`src/rtl/time_set_entry.sv`:
```
// time_set_entry
// Keypad time-entry stage that sits in front of the time-of-day counter.
// Decimal key presses shift into a four-digit HH:MM buffer. When the time
// button is pressed, the buffer is checked. A valid time produces a
// one-cycle load strobe. An invalid time produces a one-cycle error strobe
// and clears the buffer. An entry is dropped after TIMEOUT_SEC idle seconds.
//
// Ports:
//   clock, reset             system clock, synchronous active-high reset
//   one_second               one-cycle tick, once per second
//   key, key_valid           key code (0-9 digits, 10-15 ignored) and strobe
//   time_button              one-cycle commit request
//   new_current_time_*       buffered digits (ms_hr, ls_hr, ms_min, ls_min)
//   load_new_c               one-cycle strobe: counter loads the digits
//   entry_active             entry in progress (display shows the buffer)
//   digit_count              digits entered this entry, saturates at 4
//   entry_error              one-cycle strobe: commit rejected
module time_set_entry #(
  parameter int TIMEOUT_SEC = 10,
  parameter int TIMEOUT_W   = 4
) (
  input  logic       clock,
  input  logic       reset,
  input  logic       one_second,
  input  logic [3:0] key,
  input  logic       key_valid,
  input  logic       time_button,
  output logic [3:0] new_current_time_ms_hr,
  output logic [3:0] new_current_time_ls_hr,
  output logic [3:0] new_current_time_ms_min,
  output logic [3:0] new_current_time_ls_min,
  output logic       load_new_c,
  output logic       entry_active,
  output logic [2:0] digit_count,
  output logic       entry_error
);

  typedef enum logic [1:0] {
    ST_IDLE  = 2'd0,
    ST_ENTRY = 2'd1,
    ST_LOAD  = 2'd2
  } state_t;

  localparam logic [TIMEOUT_W-1:0] TIMEOUT_LIMIT = TIMEOUT_W'(TIMEOUT_SEC);
  localparam logic [TIMEOUT_W-1:0] TIMER_ONE     = TIMEOUT_W'(1);

  state_t               state_r, state_s;
  logic [3:0]           ms_hr_r, ls_hr_r, ms_min_r, ls_min_r;
  logic [3:0]           ms_hr_s, ls_hr_s, ms_min_s, ls_min_s;
  logic                 load_r, load_s;
  logic                 active_r, active_s;
  logic [2:0]           count_r, count_s;
  logic                 error_r, error_s;
  logic [TIMEOUT_W-1:0] timer_r, timer_s;
  logic                 accept_s;
  logic [2:0]           count_inc_s;

  // The time is valid up to 23:59. Missing leading digits count as zero.
  function automatic logic time_is_valid(input logic [3:0] mh,
                                         input logic [3:0] lh,
                                         input logic [3:0] mm);
    logic ok;
    ok = 1'b1;
    if (mh > 4'd2) begin
      ok = 1'b0;
    end else if ((mh == 4'd2) && (lh > 4'd3)) begin
      ok = 1'b0;
    end else begin
      ok = 1'b1;
    end
    if (mm > 4'd5) begin
      ok = 1'b0;
    end else begin
      ok = ok;
    end
    return ok;
  endfunction

  assign accept_s    = key_valid && (key <= 4'd9);
  assign count_inc_s = (count_r == 3'd4) ? 3'd4 : (count_r + 3'd1);

  // Next-state and next-output logic. Each output register is fed from here.
  always_comb begin
    state_s  = state_r;
    ms_hr_s  = ms_hr_r;
    ls_hr_s  = ls_hr_r;
    ms_min_s = ms_min_r;
    ls_min_s = ls_min_r;
    load_s   = 1'b0;
    active_s = active_r;
    count_s  = count_r;
    error_s  = 1'b0;
    timer_s  = timer_r;

    case (state_r)
      ST_IDLE: begin
        timer_s = '0;
        if (accept_s) begin
          // The buffer is already zero in IDLE, so the first digit lands
          // alone in the units-of-minutes position.
          state_s  = ST_ENTRY;
          ms_hr_s  = 4'd0;
          ls_hr_s  = 4'd0;
          ms_min_s = 4'd0;
          ls_min_s = key;
          count_s  = 3'd1;
          active_s = 1'b1;
        end else begin
          ms_hr_s  = 4'd0;
          ls_hr_s  = 4'd0;
          ms_min_s = 4'd0;
          ls_min_s = 4'd0;
          count_s  = 3'd0;
          active_s = 1'b0;
        end
      end

      ST_ENTRY: begin
        active_s = 1'b1;
        if (time_button) begin
          if (time_is_valid(ms_hr_r, ls_hr_r, ms_min_r)) begin
            state_s = ST_LOAD;
            load_s  = 1'b1;
          end else begin
            error_s  = 1'b1;
            ms_hr_s  = 4'd0;
            ls_hr_s  = 4'd0;
            ms_min_s = 4'd0;
            ls_min_s = 4'd0;
            count_s  = 3'd0;
            timer_s  = '0;
          end
        end else if (accept_s) begin
          ms_hr_s  = ls_hr_r;
          ls_hr_s  = ms_min_r;
          ms_min_s = ls_min_r;
          ls_min_s = key;
          count_s  = count_inc_s;
          timer_s  = '0;
        end else if (one_second) begin
          if ((timer_r + TIMER_ONE) == TIMEOUT_LIMIT) begin
            // The entry is abandoned silently. No load and no error are issued.
            state_s  = ST_IDLE;
            ms_hr_s  = 4'd0;
            ls_hr_s  = 4'd0;
            ms_min_s = 4'd0;
            ls_min_s = 4'd0;
            count_s  = 3'd0;
            active_s = 1'b0;
            timer_s  = '0;
          end else begin
            timer_s = timer_r + TIMER_ONE;
          end
        end else begin
          timer_s = timer_r;
        end
      end

      ST_LOAD: begin
        // The committed digits were shown for this single cycle.
        state_s  = ST_IDLE;
        ms_hr_s  = 4'd0;
        ls_hr_s  = 4'd0;
        ms_min_s = 4'd0;
        ls_min_s = 4'd0;
        count_s  = 3'd0;
        active_s = 1'b0;
        timer_s  = '0;
      end

      default: begin
        state_s  = ST_IDLE;
        ms_hr_s  = 4'd0;
        ls_hr_s  = 4'd0;
        ms_min_s = 4'd0;
        ls_min_s = 4'd0;
        count_s  = 3'd0;
        active_s = 1'b0;
        timer_s  = '0;
      end
    endcase
  end

  // State and output registers. Reset has priority over every input.
  always_ff @(posedge clock) begin
    if (reset) begin
      state_r  <= ST_IDLE;
      ms_hr_r  <= 4'd0;
      ls_hr_r  <= 4'd0;
      ms_min_r <= 4'd0;
      ls_min_r <= 4'd0;
      load_r   <= 1'b0;
      active_r <= 1'b0;
      count_r  <= 3'd0;
      error_r  <= 1'b0;
      timer_r  <= '0;
    end else begin
      state_r  <= state_s;
      ms_hr_r  <= ms_hr_s;
      ls_hr_r  <= ls_hr_s;
      ms_min_r <= ms_min_s;
      ls_min_r <= ls_min_s;
      load_r   <= load_s;
      active_r <= active_s;
      count_r  <= count_s;
      error_r  <= error_s;
      timer_r  <= timer_s;
    end
  end

  assign new_current_time_ms_hr  = ms_hr_r;
  assign new_current_time_ls_hr  = ls_hr_r;
  assign new_current_time_ms_min = ms_min_r;
  assign new_current_time_ls_min = ls_min_r;
  assign load_new_c              = load_r;
  assign entry_active            = active_r;
  assign digit_count             = count_r;
  assign entry_error             = error_r;

endmodule
```
`config.mk`:
```
export PLATFORM = sky130hd
export DESIGN_NAME = time_set_entry
export DESIGN_NICKNAME = d
export VERILOG_FILES = /design/src/rtl/time_set_entry.sv
export SDC_FILE = /design/constraint.sdc
export NUM_CORES = 1
export LEC_CHECK = 0
export ABC_AREA = 1
export ABC_CLOCK_PERIOD_IN_PS = 2000
export CAP_MARGIN = 20
export CORE_MARGIN = 4
export CORE_UTILIZATION = 30
export CTS_BUF_LIST = sky130_fd_sc_hd__clkbuf_8
export DETAILED_ROUTE_END_ITERATION = 8
export SETUP_SLACK_MARGIN = 0.5
export SKIP_CTS_REPAIR_TIMING = 1
export SYNTH_ARGS = -nofsm -noshare
export SYNTH_HDL_FRONTEND = slang
export SYNTH_SLANG_ARGS = --single-unit
```
`constraint.sdc`:
```
create_clock -name clock -period 2 [get_ports clock]
set_input_delay 0.3 -clock clock [delete_from_list [all_inputs] [get_ports clock]]
set_output_delay 0.3 -clock clock [all_outputs]
set_load 0.1 [all_outputs]
```
# Word level (Yosys, flattened, before mapping)
# Cells that the tools add are included.
[classes]
addsub = 2
magnitude_cmp = 4
eq_ne = 13
n_mux = 45
bitwise_logic = 2
reduce_logical = 11
[ops]
columns = ["operator", "n"]
rows = [
  ["$mux W4", 16],
  ["$mux W3", 6],
  ["$mux W1", 13],
  ["$mux W2", 6],
  ["$ne A3 B3 Y1 const B", 4],
  ["$gt A4 B2 Y1 const B", 2],
  ["$ne A4 B4 Y1 const B", 2],
  ["$pmux W4 S2", 1],
  ["$pmux W3 S2", 1],
  ["$reduce_and A3 Y1", 2],
  ["$reduce_bool A3 Y1", 2],
  ["$reduce_and A5 Y1", 1],
  ["$add A4 B1 Y4 const B", 1],
  ["$eq A4 B2 Y1 const B", 1],
  ["$eq A4 B4 Y1 const B", 1],
  ["$gt A4 B3 Y1 const B", 1],
  ["$le A4 B4 Y1 const B", 1],
  ["$ne A2 B2 Y1 const B", 2],
  ["$pmux W2 S2", 1],
  ["$add A3 B1 Y3 const B", 1],
  ["$eq A3 B3 Y1 const B", 1],
  ["$ne A3 B2 Y1 const B", 1],
  ["$reduce_or A3 Y1", 1],
  ["$eq A2 B1 Y1 const B", 1],
  ["other kinds (6)", 8],
]
[totals]
reg_bits = 28
out_inout_bits = 22
elab_cells = 87

# Logic depth before layout (Yosys ltp)
[depth]
word_depth = 10
depth_mapped = 11
mapped_depth_nobuf = 10

# Worst setup path before layout
# Ideal clock, no wire load.
[synth_path]
path_kind = "register to register"
from = "register ls_hr_r[3], in the netlist new_current_time_ls_hr[3]"
to = "register ms_min_r[1], in the netlist new_current_time_ms_min[1]"
t_arrival_ps = 1791
required_time_ps = 1877
setup_slack_ps = 86
stages_incl_launch_ff = 9
n_path_buf = 1
period_less_slack_ps = 1914
cell_sequence = "dfxtp_1 -> inv_1 -> nand2_1 -> nand2_1 -> nand3_2 -> nand3_4 -> buf_8 -> nand2_2 -> a21oi_2"
[synth_via]
elab_chain_cells = 9
[synth_rtl]
columns = ["element", "line_no", "text"]
rows = [
  ["from (decl)", "48", "logic [3:0] ms_hr_r, ls_hr_r, ms_min_r, ls_min_r;"],
  ["from (signal assigned)", "200", "ls_hr_r <= ls_hr_s;"],
  ["$gt A4 B2 Y1", "66", "end else if ((mh == 4'd2) && (lh > 4'd3)) begin"],
  ["$logic_and A1 B1 Y1", "66", ""],
  ["$mux W1", "66", ""],
  ["$mux W1", "64", "if (mh > 4'd2) begin"],
  ["$mux W1", "71", "if (mm > 4'd5) begin"],
  ["$mux W1", "120", "if (time_button) begin"],
  ["$mux W1", "95", "case (state_r)"],
  ["$ne A2 B2 Y1 (no line)", "--", ""],
  ["$reduce_and A3 Y1 (no line)", "--", ""],
  ["to (signal assigned)", "201", "ms_min_r <= ms_min_s;"],
  ["to (decl)", "48", ""],
]
# No other way between the ends. The select of a mux whose other input is x is not followed.
# A chain may end at the register's enable or synchronous reset.

# Worst setup path after layout
[layout_path]
from = "register timer_r[0]"
to = "register ls_min_r[2], in the netlist new_current_time_ls_min[2]"
[layout_via]
elab_chain_cells = 4
[layout_rtl]
columns = ["element", "line_no", "text"]
rows = [
  ["from (decl)", "54", "logic [TIMEOUT_W-1:0] timer_r, timer_s;"],
  ["from (signal assigned)", "207", "timer_r <= timer_s;"],
  ["$add A4 B1 Y4", "141", "if ((timer_r + TIMER_ONE) == TIMEOUT_LIMIT) begin"],
  ["$eq A4 B4 Y1", "141", ""],
  ["$ne A4 B4 Y1 (no line)", "--", ""],
  ["$reduce_and A3 Y1 (no line)", "--", ""],
  ["to (signal assigned)", "202", "ls_min_r <= ls_min_s;"],
  ["to (decl)", "48", ""],
]
# No other way between the ends.

==> impl_metrics.env <==
export IMPL_synth_distinct_cells=27
export IMPL_first_iter_violations=33
export IMPL_synth_compound_area_share_pct=16.8
export IMPL_antenna_cells=0
export IMPL_crit_required_ns=2.18
export IMPL_path_clk_slew_ns=0.10
export IMPL_dpl_hpwl_mm=2.19
export IMPL_synthSimpleGateAreaFrac_pct=31.1
export IMPL_seq_area_um2=593
export IMPL_crit_type="flop to flop"
export IMPL_post_drt_wl_per_cell_um=12.5
export IMPL_clock_sinks=28
export IMPL_critical_path_endpoint_type="flop"
export IMPL_post_route_util_pct=44.9
export IMPL_grt_max_degree=20
export IMPL_synthAdderAreaFrac_pct=3.71
export IMPL_antenna_left=0
export IMPL_cts_tree="yes"
export IMPL_portBuffers=30
export IMPL_fmax_mhz=705
export IMPL_fin_cells=263
export IMPL_cp_max_fo=5
export IMPL_netlist_instances=172
export IMPL_drtPass1Iterations=6
export IMPL_vias=1241
export IMPL_die_w_um=75.1
export IMPL_max_vdd_ir_drop_v=0.000301
export IMPL_switching_share_pct=27.3
export IMPL_h_tree_depth=1
export IMPL_synth_nets=185
export IMPL_initial_core_util_pct=31.0
export IMPL_synth_seq_area_share_pct=41.5
export IMPL_drv_slew=0
export IMPL_clockRootBuffer="clkbuf_8"
export IMPL_worstSetupStartpointType="flop"
export IMPL_syn_area_mm2=0.00135
export IMPL_hold_viol_final=0
export IMPL_syn_mean_instance_area_um2=7.85
export IMPL_ioPinCount=31
export IMPL_drive_above_1_share_pct=46.4
export IMPL_finalSetupTns_ns=0
export IMPL_std_cell_rows=24
export IMPL_antenna_found_initial=0
export IMPL_synth_top_family_by_area="simple AND/OR/NAND/NOR gates"
export IMPL_placed_cells=253
export IMPL_clk_path_buf_depth=2
export IMPL_final_common_cell="nand2_1"
export IMPL_period_needed_ns=1.42
export IMPL_first_global_vias=1071
export IMPL_status="finished clean"
export IMPL_track_usage_pct=11.3
export IMPL_tightest_slew_ns=0.341
export IMPL_nFillCells=437
export IMPL_multi_input_area_um2=857
export IMPL_die_y_um=75.1
export IMPL_p_switching_uw=334
export IMPL_setup_viol=0
export IMPL_min_period_over_period_pct=70.9
export IMPL_yosysWarnings=0
export IMPL_viasPerCell=4.72
export IMPL_p_int_uw=890
export IMPL_layout_common_cells="31 x nand2_1, 28 x buf_4, 16 x nand2_2"
export IMPL_arrival_ns=1.60
export IMPL_wirelength_mm=3.28
export IMPL_clkPwrFrac_pct=36.6
export IMPL_finalNetCount=225
export IMPL_worstRegToRegCells=10
export IMPL_area_growth_pct=44.8
export IMPL_clock_insertion_delay_worst_skew_ns=0.28
export IMPL_relSlewSlack_pct=77.2
export IMPL_die_area_mm2=0.00564
export IMPL_gp_congestion=0.791
export IMPL_min_path_type="input port to flop"
export IMPL_hold_depth=3
export IMPL_pwr_share_seq_pct=46.4
export IMPL_synth_xor_area_share_pct=0
export IMPL_gr_total_overflow=0
export IMPL_holdWs_ns=0.374
export IMPL_cts_buffers=3
export IMPL_grt_pass1_wl_mm=4.91
export IMPL_drv_cap=0
export IMPL_rsz0062_at_grt="false"
export IMPL_synth_seq_cells=28
export IMPL_p_leak_nw=0.767
export IMPL_share_comb_of_total_power_pct=17.0
export IMPL_core_mm2=0.00435
export IMPL_p_per_area_mw_per_mm2=626
export IMPL_finalPower_mw=1.22
export IMPL_yosys_mux_area_fraction_pct=0
export IMPL_drc_errors=0
export IMPL_skew_ns=0.00248
## final cells by class
class | instances | share of cell area (%)
Clock buffer | 3 | 2.11
Clock inverter | 1 | 1.54
Sequential cell | 28 | 30.3
Tap cell | 52 | 3.33
Timing Repair Buffer | 36 | 15.4
Inverter | 17 | 3.46
Multi-Input combinational cell | 126 | 43.9
## cells in the mapped netlist
cell	count	share of area, %
nand3b_1	1	0.56
buf_2	2	0.74
clkbuf_1	1	0.28
or2_4	1	0.65
o21ai_0	4	1.5
nor2_1	9	2.5
nand3_2	1	0.74
nor2_2	2	0.93
a22oi_1	1	0.56
a31oi_1	1	0.46
nand3_4	1	1.3
nand2_2	15	7.0
buf_8	1	1.1
a21oi_2	11	7.1
nand3_1	15	5.6
dfxtp_1	28	42
nor4_1	1	0.46
nand4_1	1	0.46
nand2_1	35	9.7
a21oi_1	16	5.9
or2_2	1	0.46
ha_1	4	3.7
inv_1	16	4.4
o21ai_2	1	0.65
a21boi_1	1	0.56
clkinv_1	1	0.28
nor2_4	1	0.83
## routing by layer
| layer | vias to the layer above | wire, µm | GRT usage [%] |
|---|---|---|---|
| met5 | - | 0 | 0 |
| met4 | 0 | 53 | 5.73 |
| met3 | 4 | 158 | 2.27 |
| met2 | 24 | 1520 | 17.2 |
| met1 | 557 | 1550 | 15.2 |
| li1 | 656 | - | - |
## path summary, 6_finish.rpt
kind | start | to | slack, ns
worst max register to register | timer_r[0] | new_current_time_ls_min[2] | 0.58
worst min-delay path | key[2] | new_current_time_ls_min[2] | 0.37
worst max-delay path | timer_r[0] | new_current_time_ls_min[2] | 0.58
worst min register to register | new_current_time_ms_hr[3] | new_current_time_ms_hr[3] | 0.48
## registers in the layout, indices dropped and copies added (netlist names)
| signal | flops |
|---|---|
| entry_active | 1 |
| entry_error | 1 |
| timer_r | 4 |
| new_current_time_ls_min | 4 |
| digit_count | 3 |
| new_current_time_ms_min | 4 |
| state_r | 2 |
| load_new_c | 1 |
| new_current_time_ms_hr | 4 |
| new_current_time_ls_hr | 4 |
## cells by family (layout without fill, tap and decap cells)
logic type,Yosys count,count (layout)
buf+inv,21,57
flops,28,28
simple gates,84,87
fa+ha+maj,4,4
compound gates,35,35
## worst max-delay path, cell delays in order, from the launching register on
cell and delay [ns]:
dfxtp_4 0.39, ha_4 0.14, inv_2 0.03, nand2_2 0.05
nand2_2 0.07, nor2_4 0.14, nand2_4 0.09, nand2_8 0.11
nand3_4 0.13, nand3_2 0.11, a21oi_2 0.05
## power groups by stage
stage	Combinational (mW)	Sequential [mW]	Clock [mW]
floorplan	0.0745	0.635	0
global placement	0.175	0.583	0
detailed placement	0.175	0.583	0
CTS	0.175	0.570	0.466
global route	0.223	0.570	0.488
finish	0.209	0.568	0.448
## stage by stage
stage | worst slack (ns) | area [µm²]
after floorplan | 0.501 | 1380
after global placement | 0.218 | 1680
after detailed placement | 0.179 | 1680
after CTS | 0.342 | 1750
after global routing | 0.486 | 1950
final | 0.582 | 1950
(Power assumes the default switching activity.)
